==> config.mk <==
export PLATFORM = sky130hd
export DESIGN_NAME = uart_reg_bank
export DESIGN_NICKNAME = d
export VERILOG_FILES = /design/src/rtl/uart_reg_bank.sv
export SDC_FILE = /design/constraint.sdc
export NUM_CORES = 1
export LEC_CHECK = 0
export ABC_AREA = 1
export CAP_MARGIN = 0
export CORE_MARGIN = 5
export CORE_UTILIZATION = 25
export DETAILED_ROUTE_END_ITERATION = 10
export GPL_TIMING_DRIVEN = 0
export PLACE_DENSITY_LB_ADDON = 0.05
export SYNTH_ARGS = -nofsm -noshare
export SYNTH_HDL_FRONTEND = slang
export SYNTH_SLANG_ARGS = --single-unit
==> constraint.sdc <==
create_clock -name i_Clock -period 4.5 [get_ports i_Clock]
set_clock_uncertainty 0.1 [all_clocks]
set_input_delay 0.675 -clock i_Clock [delete_from_list [all_inputs] [get_ports i_Clock]]
set_output_delay 0.675 -clock i_Clock [all_outputs]
set_load 0.03 [all_outputs]
==> src/rtl/uart_reg_bank.sv <==
// uart_reg_bank: byte-protocol register bank behind a UART RX/TX pair.
// Header byte {W, 3'b000, A}; a write is followed by a data byte. Reads of
// address 0xF return {OVR, TOUT, CSERR, pad, keys} and clear the sticky flags.
// Optional macro UART_REG_BANK_CSUM_EN: write frames carry a third byte
// (header ^ data) that must match before the write is performed.
module uart_reg_bank #(
    parameter int unsigned NUM_REGS     = 4,
    parameter int unsigned NUM_KEYS     = 2,
    parameter int unsigned TIMEOUT_CLKS = 24000
) (
    input  logic                  i_Clock,
    input  logic                  i_Rst_L,
    input  logic                  i_RX_DV,
    input  logic [7:0]            i_RX_Byte,
    input  logic                  i_TX_Done,
    output logic                  o_TX_DV,
    output logic [7:0]            o_TX_Byte,
    input  logic [NUM_KEYS-1:0]   i_Keys,
    output logic [NUM_REGS*8-1:0] o_Regs,
    output logic                  o_Busy
);

    localparam int unsigned CNT_W  = $clog2(TIMEOUT_CLKS);
    localparam int unsigned REGS_W = NUM_REGS * 8;

    localparam logic [2:0] IDLE      = 3'd0;
    localparam logic [2:0] GET_DATA  = 3'd1;
    localparam logic [2:0] SEND      = 3'd2;
    localparam logic [2:0] WAIT_DONE = 3'd3;
`ifdef UART_REG_BANK_CSUM_EN
    localparam logic [2:0] GET_CSUM  = 3'd4;
`endif

    localparam logic [7:0] RESP_ERR  = 8'hEE;
`ifdef UART_REG_BANK_CSUM_EN
    localparam logic [7:0] RESP_CSUM = 8'hEC;
`endif

    logic [2:0]        state_q, state_d;
    logic [3:0]        addr_q, addr_d;
    logic [CNT_W-1:0]  cnt_q, cnt_d;
    logic [7:0]        resp_q, resp_d;
    logic [REGS_W-1:0] regs_q, regs_d;
    logic              ovr_q, ovr_d;
    logic              tout_q, tout_d;
    logic              cserr_q, cserr_d;
    logic              tx_dv_q, tx_dv_d;
    logic [7:0]        tx_byte_q, tx_byte_d;
    logic              busy_q, busy_d;
`ifdef UART_REG_BANK_CSUM_EN
    logic [7:0]        hdr_q, hdr_d;
    logic [7:0]        data_q, data_d;
`endif

    logic [7:0]        status_c;
    logic [7:0]        rd_byte_c;
    logic              hdr_valid_c;
    logic              addr_hit_c;

    // Status byte and read-data mux for the address carried by an incoming header
    always_comb begin
        status_c                 = 8'h00;
        status_c[NUM_KEYS-1:0]   = i_Keys;
        status_c[7]              = ovr_q;
        status_c[6]              = tout_q;
        status_c[5]              = cserr_q;
        rd_byte_c                = 8'h00;
        for (int i = 0; i < int'(NUM_REGS); i++) begin
            if (i_RX_Byte[3:0] == 4'(i)) begin
                rd_byte_c = regs_q[8*i +: 8];
            end
        end
        hdr_valid_c = (i_RX_Byte[6:4] == 3'b000);
        addr_hit_c  = (32'(addr_q) < NUM_REGS);
    end

    // Next-state and next-output logic for the command FSM
    always_comb begin
        state_d   = state_q;
        addr_d    = addr_q;
        cnt_d     = cnt_q;
        resp_d    = resp_q;
        regs_d    = regs_q;
        ovr_d     = ovr_q;
        tout_d    = tout_q;
        cserr_d   = cserr_q;
        tx_dv_d   = 1'b0;
        tx_byte_d = tx_byte_q;
`ifdef UART_REG_BANK_CSUM_EN
        hdr_d     = hdr_q;
        data_d    = data_q;
`endif

        case (state_q)
            IDLE: begin
                if (i_RX_DV) begin
                    if (!hdr_valid_c) begin
                        resp_d  = RESP_ERR;
                        state_d = SEND;
                    end else if (!i_RX_Byte[7]) begin
                        if (32'(i_RX_Byte[3:0]) < NUM_REGS) begin
                            resp_d = rd_byte_c;
                        end else if (i_RX_Byte[3:0] == 4'hF) begin
                            resp_d  = status_c;
                            ovr_d   = 1'b0;
                            tout_d  = 1'b0;
                            cserr_d = 1'b0;
                        end else begin
                            resp_d = RESP_ERR;
                        end
                        state_d = SEND;
                    end else begin
                        addr_d  = i_RX_Byte[3:0];
                        cnt_d   = '0;
                        state_d = GET_DATA;
`ifdef UART_REG_BANK_CSUM_EN
                        hdr_d   = i_RX_Byte;
`endif
                    end
                end
            end
            GET_DATA: begin
                if (i_RX_DV) begin
`ifdef UART_REG_BANK_CSUM_EN
                    data_d  = i_RX_Byte;
                    cnt_d   = '0;
                    state_d = GET_CSUM;
`else
                    if (addr_hit_c) begin
                        for (int i = 0; i < int'(NUM_REGS); i++) begin
                            if (addr_q == 4'(i)) begin
                                regs_d[8*i +: 8] = i_RX_Byte;
                            end
                        end
                        resp_d = i_RX_Byte;
                    end else begin
                        resp_d = RESP_ERR;
                    end
                    state_d = SEND;
`endif
                end else if (cnt_q == CNT_W'(TIMEOUT_CLKS - 1)) begin
                    tout_d  = 1'b1;
                    state_d = IDLE;
                end else begin
                    cnt_d = cnt_q + CNT_W'(1);
                end
            end
`ifdef UART_REG_BANK_CSUM_EN
            GET_CSUM: begin
                if (i_RX_DV) begin
                    if (i_RX_Byte != (hdr_q ^ data_q)) begin
                        cserr_d = 1'b1;
                        resp_d  = RESP_CSUM;
                    end else if (addr_hit_c) begin
                        for (int i = 0; i < int'(NUM_REGS); i++) begin
                            if (addr_q == 4'(i)) begin
                                regs_d[8*i +: 8] = data_q;
                            end
                        end
                        resp_d = data_q;
                    end else begin
                        resp_d = RESP_ERR;
                    end
                    state_d = SEND;
                end else if (cnt_q == CNT_W'(TIMEOUT_CLKS - 1)) begin
                    tout_d  = 1'b1;
                    state_d = IDLE;
                end else begin
                    cnt_d = cnt_q + CNT_W'(1);
                end
            end
`endif
            SEND: begin
                tx_dv_d   = 1'b1;
                tx_byte_d = resp_q;
                if (i_RX_DV) begin
                    ovr_d = 1'b1;
                end
                state_d = WAIT_DONE;
            end
            WAIT_DONE: begin
                if (i_RX_DV) begin
                    ovr_d = 1'b1;
                end
                if (i_TX_Done) begin
                    state_d = IDLE;
                end
            end
            default: begin
                state_d = IDLE;
            end
        endcase

        busy_d = (state_d != IDLE);
    end

    // State and output registers
    always_ff @(posedge i_Clock or negedge i_Rst_L) begin
        if (!i_Rst_L) begin
            state_q   <= IDLE;
            addr_q    <= 4'h0;
            cnt_q     <= '0;
            resp_q    <= 8'h00;
            regs_q    <= '0;
            ovr_q     <= 1'b0;
            tout_q    <= 1'b0;
            cserr_q   <= 1'b0;
            tx_dv_q   <= 1'b0;
            tx_byte_q <= 8'h00;
            busy_q    <= 1'b0;
`ifdef UART_REG_BANK_CSUM_EN
            hdr_q     <= 8'h00;
            data_q    <= 8'h00;
`endif
        end else begin
            state_q   <= state_d;
            addr_q    <= addr_d;
            cnt_q     <= cnt_d;
            resp_q    <= resp_d;
            regs_q    <= regs_d;
            ovr_q     <= ovr_d;
            tout_q    <= tout_d;
            cserr_q   <= cserr_d;
            tx_dv_q   <= tx_dv_d;
            tx_byte_q <= tx_byte_d;
            busy_q    <= busy_d;
`ifdef UART_REG_BANK_CSUM_EN
            hdr_q     <= hdr_d;
            data_q    <= data_d;
`endif
        end
    end

    assign o_TX_DV   = tx_dv_q;
    assign o_TX_Byte = tx_byte_q;
    assign o_Regs    = regs_q;
    assign o_Busy    = busy_q;

endmodule

### Word level (Yosys, flattened, before mapping)

Cells that the tools add are included.

| operators by class | value |
|---|---|
| magnitude comparators | 2 |
| add/subtract/negate cells | 1 |
| reductions and logical operators | 17 |
| equal/unequal tests | 23 |
| mux-type cells | 36 |

Operators by type and width:

| cell | count |
|---|---|
| $mux W8 | 11 |
| $mux W15 | 5 |
| $pmux W15 S2 | 1 |
| $reduce_and A4 Y1 | 6 |
| $ne A2 B2 Y1 const B | 10 |
| $eq A4 B2 Y1 const B | 4 |
| $pmux W8 S2 | 1 |
| $add A15 B1 Y15 const B | 1 |
| $eq A15 B15 Y1 const B | 1 |
| $mux W3 | 4 |
| $pmux W3 S4 | 1 |
| $mux W1 | 9 |
| $eq A4 B1 Y1 const B | 2 |
| $logic_not A4 Y1 | 2 |
| $lt A4 B3 Y1 const B | 2 |
| $reduce_and A8 Y1 | 1 |
| $reduce_and A7 Y1 | 1 |
| $eq A3 B2 Y1 const B | 2 |
| $logic_not A3 Y1 | 2 |
| $reduce_and A6 Y1 | 1 |
| $eq A4 B4 Y1 const B | 1 |
| $mux W2 | 2 |
| $pmux W1 S2 | 2 |
| $reduce_bool A2 Y1 | 2 |
| other kinds (5) | 5 |

| storage, ports and cells | value |
|---|---|
| flip-flop bits (word level) | 74 |
| output and inout bits | 42 |
| word-level logic and storage cells | 92 |

### Longest topological paths before layout

Gate-level depths: netlist (run 1).

| logic depth | value |
|---|---|
| word-level depth | 10 |
| gate-level depth with buffers | 11 |
| gate-level depth less buffers | 10 |

### Least setup slack after synthesis (run 1)

Ideal clock, no wire load.

| timing path | value |
|---|---|
| path type | input port to flip-flop |
| from | input port i_RX_Byte[5] |
| to | register addr_q[0] |
| cell stages on the path | 7 |
| library setup time | 140 ps |
| data required time | 4260 ps |
| path slack | 2758 ps |
| arrival | 1502 ps |
| path through | inv_2 -> nand3_1 -> nor2_2 -> nand3_2 -> buf_2 -> nand2_1 -> o21ai_0 |

| on the way | value |
|---|---|
| cells in the longest elaborated chain, start to end | 2 |

RTL lines:

| item | line | RTL |
|---|---|---|
| from (decl) | 14 | `input logic [7:0] i_RX_Byte,` |
| $logic_not A3 Y1 | 73 | `hdr_valid_c = (i_RX_Byte[6:4] == 3'b000);` |
| $reduce_and A4 Y1 (no source line) | n/a |  |
| to (signal assigned) | 217 | `addr_q <= addr_d;` |
| to (decl) | 40 | `logic [3:0] addr_q, addr_d;` |

No other way between the ends.
A chain may end at the register's enable or synchronous reset.

### Worst setup path after layout (run 1)

| timing path | value |
|---|---|
| from | input port i_RX_Byte[1] |
| to | register resp_q[1] |

| on the way | value |
|---|---|
| cells in the longest elaborated chain, start to end | 10 |
| elaborated cells on any way between the ends | 18 |
| classes of those cells | order compare: 1; eq/ne: 4; mux: 12; reduce/logical: 1 |

RTL lines:

| item | line | RTL |
|---|---|---|
| $logic_not A4 Y1 | 69 | `if (i_RX_Byte[3:0] == 4'(i)) begin` |
| $mux W8 (4 in a row) | 69 |  |
| $mux W8 | 101 | `if (32'(i_RX_Byte[3:0]) < NUM_REGS) begin` |
| $mux W8 | 100 | `end else if (!i_RX_Byte[7]) begin` |
| $mux W8 | 97 | `if (!hdr_valid_c) begin` |
| $mux W8 | 96 | `if (i_RX_DV) begin` |
| $pmux W8 S2 * | 94 | `case (state_q)` |
| to (signal assigned) | 219 | `resp_q <= resp_d;` |
| to (decl) | 42 | `logic [7:0] resp_q, resp_d;` |

Every way passes the cells marked *; elsewhere a longest branch is shown, timed or not. The select of a mux whose other input is x is not followed.

==> results of run 1 <==
routing by layer:
| metal | track usage, % | vias up | share of wire (%) |
|---|---|---|---|
| met3 | 2.92 | 12 | 4.3 |
| met5 | 0 | - | 0 |
| li1 | - | 1789 | - |
| met2 | 22.0 | 69 | 46 |
| met4 | 5.38 | 0 | 1.3 |
| met1 | 19.2 | 1607 | 48 |
where the power goes:
part / switching (mW) / internal [mW]
Sequential: 0.0995 / 0.781
Clock: 0.296 / 0.542
Combinational: 0.356 / 0.222
cell families (layout without fill, tap and decap cells):
family | count (synthesis) | after routing | synth area share (%)
buffers and inverters | 54 | 125 | 6.79
adders and majority gates | 1 | 1 | 0.316
and+or+nand+nor | 322 | 322 | 36.5
AOI/OAI and AO/OA | 54 | 54 | 8.25
DFF | 74 | 74 | 46.8
xor gates and xnor gates | 6 | 6 | 1.33
other | 1 | 1 | 0.0947
final timing paths:
| kind | slack [ns] | cells after the start | from | endpoint |
|---|---|---|---|---|
| worst max-delay path | 2.21 | 9 | i_RX_Byte[1] | resp_q[1] |
| worst min-delay path | 0.18 | 1 | i_Rst_L | o_TX_Byte[6] |
| worst max register to register | 2.63 | 11 | cnt_q[0] | cnt_q[11] |
| worst min register to register | 0.37 | 2 | o_TX_Byte[6] | o_TX_Byte[6] |
| max in group asynchronous | 3.54 | 2 | i_Rst_L | o_Regs[6] |
| min in group i_Clock | 0.37 | 2 | o_TX_Byte[6] | o_TX_Byte[6] |
metrics by stage:
step	power [mW]	instance area, um^2	utilization (%)	hold WS, ns
3_5_place_dp	1.48	4800	30.5	0.363
4_1_cts	2.34	5140	32.7	0.193
3_3_place_gp	1.47	4770	30.4	0.357
5_1_grt	2.41	5140	32.7	0.222
6_report	2.30	5140	32.7	0.182
2_1_floorplan	1.21	3960	-	0.279
cell usage after synthesis (all sizes together):
cell type,n
clkbuf,4
nor2,72
nand2,186
a21oi,6
xnor2,2
nand3,35
nor3,1
inv,36
conb,1
o21ai,45
xor2,4
dfrtp,74
ha,1
o21bai,2
nand4,28
clkinv,1
buf,13
o211ai,1
critical path: stages:
cell and delay [ns]:
clkdlybuf4s50_1 0.53, inv_1 0.11, clkbuf_1 0.37, nand3_1 0.15
o21ai_0 0.31, nor2_1 0.10, nand2_1 0.08, nand2_1 0.08
nand2_1 0.06
sequential cells by signal (all words and copies together), names as in the netlist:
signal / flops
addr_q: 4
cnt_q: 15
o_Busy: 1
o_Regs: 32
o_TX_Byte: 8
o_TX_DV: 1
ovr_q: 1
resp_q: 8
state_q: 3
tout_q: 1
area by class of cell:
class	count	area (um^2)	share of cell area, %
sequential	74	1850	36.0
multi-input combinational	384	1840	35.8
timing repair buffer	55	566	11.0
tap	216	270	5.26
clock buffer	9	225	4.38
inverter	37	146	2.85
buffer	17	123	2.39
clock inverter	7	116	2.26
==> flow_summary.yaml, run 1 <==
synth:
  ys_ff_latch: 74
  postSynthAreaPerCell_um2: 7.73
  synth_top_area_cell: "dfrtp_1"
  yosysSeqAreaShare_pct: 46.8
  synth_top_area_share_pct: 46.8
  netlist_top_cells_area: "dfrtp_1 (47%), nand2_1 (17%), nor2_1 (6.4%)"
  yosys_warnings: 0
  synth_cells: 512
  syn_nets: 527
  synth_area_um2: 3960
  synth_cell_types: 33
clock_network:
  clkTransAtPathRegs_ns: 0.06
  clock-sinks: 74
  numCtsBuffers: 9
  cts_buffer_depth: 2
  htreeDepth: 3
  cts_resized: 0
  cts_setup_buffers: 0
  cts_tree: "yes"
  clk_latency_ns: 0.34
  root_buffer: "clkbuf_16"
  holdBufCountCts: 0
placed_design:
  gp_congestion: 0.835
  hpwl_um: 9100
  place_ws_ns: 1.84
  placed_cells: 783
  numPortBuffers: 54
pwr:
  p_leak_nw: 2.32
  ir_drop_v: 0.000211
  power_density_nw_per_um2: 447
drt:
  first_pass_iters: 6
  first_iter_violations: 197
  vias: 3477
  wire_per_inst_um: 15.2
  antenna_left: 0
  routed_wirelength_um: 12200
  drc: 0
  viasPerCell: 4.35
finish:
  area_growth_pct: 29.7
  diodes: 0
  fin_cells: 799
  drive_above_1_share_pct: 11.5
  final_cell_mix: "nand2_1 (183), dfrtp_1 (74), nor2_1 (68), clkdlybuf4s50_1 (53), nand3_1 (30)"
  final_common_cell: "nand2_1"
  nNetsFinal: 593
  fillers: 1668
critical_path:
  worstPathArrival_ns: 2.47
  crit_path_start_kind: "input pin"
  endpoint_kind: "flip-flop"
  path_class: "in2reg"
  path_max_fanout: 10
  required_ns: 4.68
floorplan:
  core_um2: 15700
  initial_utilization_pct: 25.2
  die_h_um: 136
  die_w_um: 136
  dieArea_um2: 18500
  ioPinCount: 56
  rows: 46
sta:
  fmax_ghz: 0.438
  final.period_utilization_pct: 50.8
  finalSetupViolCount: 0
  maxSlewViolCount: 0
  fin_setup_tns_ns: 0
  worstMarginPinSlew_ns: 0.620
  setup_slack_ns: 2.21
  hold_viol_final: 0
  fin_crit_ns: 2.29
  rsz0062_at_grt: "no"
  maxSlewHeadroom_pct: 58.7
run_status:
  run_status: "completed"
global_route:
  antenna_found_initial: 0
  grt_max_degree: 44
  first_global_vias: 3552
  grt_overflow: 0
  track_usage_pct: 14.1
  grt_first_pass_wirelength_um: 19900
job:
  maxCapViolations: 0
hold_path:
  hp-class: "in2async"
(Power assumes the default switching activity.)
==> run 2: changes to the inputs <==
Clock period 4.5 ns to 2.3 ns, I/O delays scaled along.
==> run 2 against run 1 <==
  * Clock-buffer cell count unchanged
  * Critical endpoint unchanged
  * Worst hold slack better by 0.19 ns
  * Critical path type unchanged
  * Critical path depth is the same
  * First-iteration DRC count shrank 4.6%
  * Largest power group unchanged
  * Die area did not move
  * Design area increased by 0.19%
  * Sequential cell count is the same
  * Global-route usage is the same
  * Sequential power grew 95%
  * Clock power is 96% higher
  * Register-to-register slack got worse by 2.2 ns
  * Combinational power is 96% higher
==> flow_summary.yaml, run 2 (same netlist as run 1, synthesis figures left out) <==
drt:
  drc: 0
  routed_wirelength_um: 12200
  wire_per_inst_um: 15.2
  first_iter_violations: 188
  antenna_left: 0
  viasPerCell: 4.37
  first_pass_iters: 5
  vias: 3498
job:
  maxCapViolations: 0
critical_path:
  path_max_fanout: 10
  crit_path_start_kind: "input pin"
  r2r_setup_slack_ns: 0.41
  endpoint_kind: "flip-flop"
  required_ns: 2.48
  path_class: "in2reg"
  worstPathArrival_ns: 2.14
pwr:
  ir_drop_v: 0.000413
  p_leak_nw: 2.33
  power_density_nw_per_um2: 874
  p_total_mw: 4.50
finish:
  seq_area_um2: 1850
  area_growth_pct: 30.0
  final_common_cell: "nand2_1"
  final_cell_mix: "nand2_1 (183), dfrtp_1 (74), nor2_1 (68), clkdlybuf4s50_1 (53), nand3_1 (30)"
  diodes: 0
  drive_above_1_share_pct: 11.5
  fillers: 1667
  multi_input_area_um2: 1840
  largest_reg_flops: 32
  postLayoutCellArea_um2: 5150
  fin_cells: 800
  nNetsFinal: 594
clock_network:
  numCtsBuffers: 9
  root_buffer: "clkbuf_16"
  clkTransAtPathRegs_ns: 0.06
  cts_resized: 0
  clock-sinks: 74
  cts_tree: "yes"
  htreeDepth: 3
  clk_latency_ns: 0.34
  cts_setup_buffers: 0
  cts_buffer_depth: 2
  holdBufCountCts: 1
floorplan:
  core_um2: 15700
  die_h_um: 136
  dieArea_um2: 18500
  die_w_um: 136
  initial_utilization_pct: 25.2
  rows: 46
  ioPinCount: 56
sta:
  hold_slack_ns: 0.367
  worstMarginPinSlew_ns: 0.617
  fin_crit_ns: 1.95
  finalSetupViolCount: 0
  fmax_ghz: 0.512
  maxSlewViolCount: 0
  rsz0062_at_grt: "no"
  hold_viol_final: 0
  setup_slack_ns: 0.346
  maxSlewHeadroom_pct: 58.8
  final.period_utilization_pct: 85.0
global_route:
  grt_max_degree: 44
  grt_first_pass_wirelength_um: 19900
  antenna_found_initial: 0
  track_usage_pct: 14.1
  grt_overflow: 0
  first_global_vias: 3552
placed_design:
  placed_area_um2: 4800
  placed_cells: 783
  gp_congestion: 0.835
  hpwl_um: 9100
  place_ws_ns: -0.0325
  numPortBuffers: 54
hold_path:
  hp-class: "in2reg"
run_status:
  run_status: "completed"
==> run 2: cell types whose count changed in the layout (fill, tap and decap cells not counted), sizes merged <==
cell,before,now
dlygate4sd3,0,1
==> run 2: power by group <==
part           internal [mW]  switching [mW]  total, mW
clock                   1.06           0.580       1.64
sequential              1.53           0.195       1.72
combinational          0.436           0.698       1.13
total                   3.02            1.47       4.50
==> run 2: final timing paths <==
path	end	start	cells past startpoint
setup / recovery	resp_q[1]	i_RX_Byte[1]	9
hold / removal	ovr_q	i_RX_DV	4
setup reg to reg	cnt_q[11]	cnt_q[0]	11
hold reg to reg	o_TX_Byte[6]	o_TX_Byte[6]	2
max in group asynchronous	o_Regs[6]	i_Rst_L	3
min in group asynchronous	o_TX_Byte[6]	i_Rst_L	2
==> run 2: worst max-delay path: stages <==
cell and delay, ns:
clkdlybuf4s50_1 0.53, inv_1 0.11, clkbuf_1 0.37, nand3_1 0.15, o21ai_0 0.30, nor2_1 0.10, nand2_1 0.08, nand2_1 0.08
nand2_1 0.06
==> run 2: per-layer routing <==
metal / global-route usage [%] / part of all wire, % / vias to the layer above
met4: 5.38 / 1.4 / 0
li1: - / - / 1793
met5: 0 / 0 / -
met1: 19.2 / 48 / 1616
met3: 2.92 / 4.1 / 12
met2: 22.0 / 46 / 77
==> run 2: layout make-up <==
class | instances | share of cell area (%)
flip-flops and latches | 74 | 36.0
multi-input cells | 384 | 35.7
repair buffers | 56 | 11.2
well taps | 216 | 5.25
clock buffers | 9 | 4.38
inverters | 37 | 2.84
plain buffers | 17 | 2.38
clock inverters | 7 | 2.26
==> run 2: stage by stage <==
| stage | utilization (%) | setup TNS [ns] |
|---|---|---|
| after floorplan | - | 0 |
| after global placement | 30.4 | -158.70 |
| after detailed placement | 30.5 | -0.121 |
| after CTS | 32.8 | 0 |
| after global routing | 32.8 | 0 |
| final | 32.8 | 0 |
==> run 3: changes to the inputs <==
Clock period 2.3 ns to 1.9 ns, I/O delays scaled along.
==> run 3 against run 2 <==
  * Cell count up 0.38%
  * Routed wire length increased by 0.14%
  * Clock power grew 21%
  * Via count rose by 0.31%
  * Sequential share of layout area down 0.40 points
  * First-iteration DRC count is 3.7% higher
  * Largest cell class is now multi-input gates
  * Largest power group unchanged
  * Highest routed layer unchanged
==> flow_summary.yaml, run 3 (same netlist as run 1, synthesis figures left out) <==
run_status:
  run_status: "completed"
drt:
  first_pass_iters: 8
  viasPerCell: 4.37
  drc: 0
  first_iter_violations: 195
  routed_wirelength_um: 12200
  wire_per_inst_um: 15.2
  vias: 3509
  antenna_left: 0
pwr:
  power_density_nw_per_um2: 1050
  ir_drop_v: 0.000501
  p_total_mw: 5.48
  p_leak_nw: 2.34
clock_network:
  clk_latency_ns: 0.34
  cts_tree: "yes"
  numCtsBuffers: 9
  clock-sinks: 74
  htreeDepth: 3
  cts_buffer_depth: 2
  clkTransAtPathRegs_ns: 0.06
  root_buffer: "clkbuf_16"
floorplan:
  rows: 46
  die_h_um: 136
  die_w_um: 136
  core_um2: 15700
  dieArea_um2: 18500
  initial_utilization_pct: 25.2
  ioPinCount: 56
hold_path:
  hp-class: "in2reg"
  hold_depth: 4
critical_path:
  critPathBufInv: 1
  crit_chain: "clkdlybuf4s50_1"
  path_class: "reg2out"
  crit_cells: 1
  crit_family: "buffers and inverters"
  path_max_fanout: 3
  slowest_stage: "clkdlybuf4s50_1"
  endpoint_kind: "output port"
  worst_r2r_path_depth: 9
  cpPeakStageDelay_ns: 0.70
  crit_path_start_kind: "flip-flop"
  worstPathArrival_ns: 1.45
  required_ns: 1.51
finish:
  fin_util_pct: 33.2
  final_common_cell: "nand2_1"
  postLayoutCellArea_um2: 5210
  nNetsFinal: 597
  final_cell_mix: "nand2_1 (183), dfrtp_1 (73), nor2_1 (68), clkdlybuf4s50_1 (53), nand3_1 (29)"
  diodes: 0
  drive_above_1_share_pct: 13.1
  largest_reg_flops: 32
  area_growth_pct: 31.5
global_route:
  track_usage_pct: 14.1
  antenna_found_initial: 0
  grt_overflow: 0
  grt_max_degree: 44
  grt_first_pass_wirelength_um: 19900
  first_global_vias: 3552
sta:
  fin_crit_ns: 1.84
  setup_slack_ns: 0.0620
  final.period_utilization_pct: 96.7
  hold_viol_final: 0
  finalSetupViolCount: 0
  maxSlewViolCount: 0
  fmax_ghz: 0.544
  rsz0062_at_grt: "no"
placed_design:
  hpwl_um: 9100
  gp_congestion: 0.835
  numPortBuffers: 54
  placed_area_um2: 4800
  place_ws_ns: -0.372
job:
  maxCapViolations: 0
-- run 3: cell count changes in the layout (fill, tap and decap cells not counted), sizes merged --
cell      before  now
clkbuf        13   16
clkinvlp       1    2
inv           37   36
-- run 3: final cells by class --
cell class / instances / area, um^2
fillers: 1668 / 10500
multi-input cells: 384 / 1860
flip-flops and latches: 74 / 1850
repair buffers: 59 / 598
well taps: 216 / 270
clock buffers: 9 / 225
inverters: 37 / 153
plain buffers: 17 / 131
clock inverters: 7 / 116
-- run 3: path summary, 6_finish.rpt --
check                        startpoint            to  slack, ns
min in group asynchronous       i_Rst_L  o_TX_Byte[6]       0.33
hold reg to reg            o_TX_Byte[6]  o_TX_Byte[6]       0.37
max in group asynchronous       i_Rst_L     o_Regs[6]       0.79
hold / removal                  i_RX_DV         ovr_q       0.31
setup reg to reg             state_q[2]    o_Regs[31]       0.14
setup / recovery             o_Regs[24]    o_Regs[24]       0.06
-- run 3: power by group --
part	switching, mW	leakage, nW	internal, mW
sequential	0.246	0.967	1.85
clock	0.703	0.166	1.28
combinational	0.850	1.21	0.549
-- run 3: timing repair --
action                                  CTS  global route
setup buffers                             0             3
hold buffers                              1             0
gates resized for setup                   2            13
gates cloned                              0             0
hold endpoints to repair                 31             0
endpoints found under the setup margin    5            25
-- run 3: stage by stage --
step           hold WS [ns]  TNS [ns]  std cells
6_report              0.305         0        803
5_1_grt               0.344         0        803
4_1_cts               0.292         0        800
3_5_place_dp          0.175     -7.38        783
3_3_place_gp          0.357   -190.99        782
2_1_floorplan        -0.111         0        512
-- run 3: per-layer routing --
metal,track usage (%),vias up,part of all wire [%]
met5,0,-,0
met4,5.38,0,1.4
met3,2.92,13,4.5
met2,22.0,88,46
met1,19.2,1608,48
li1,-,1800,-
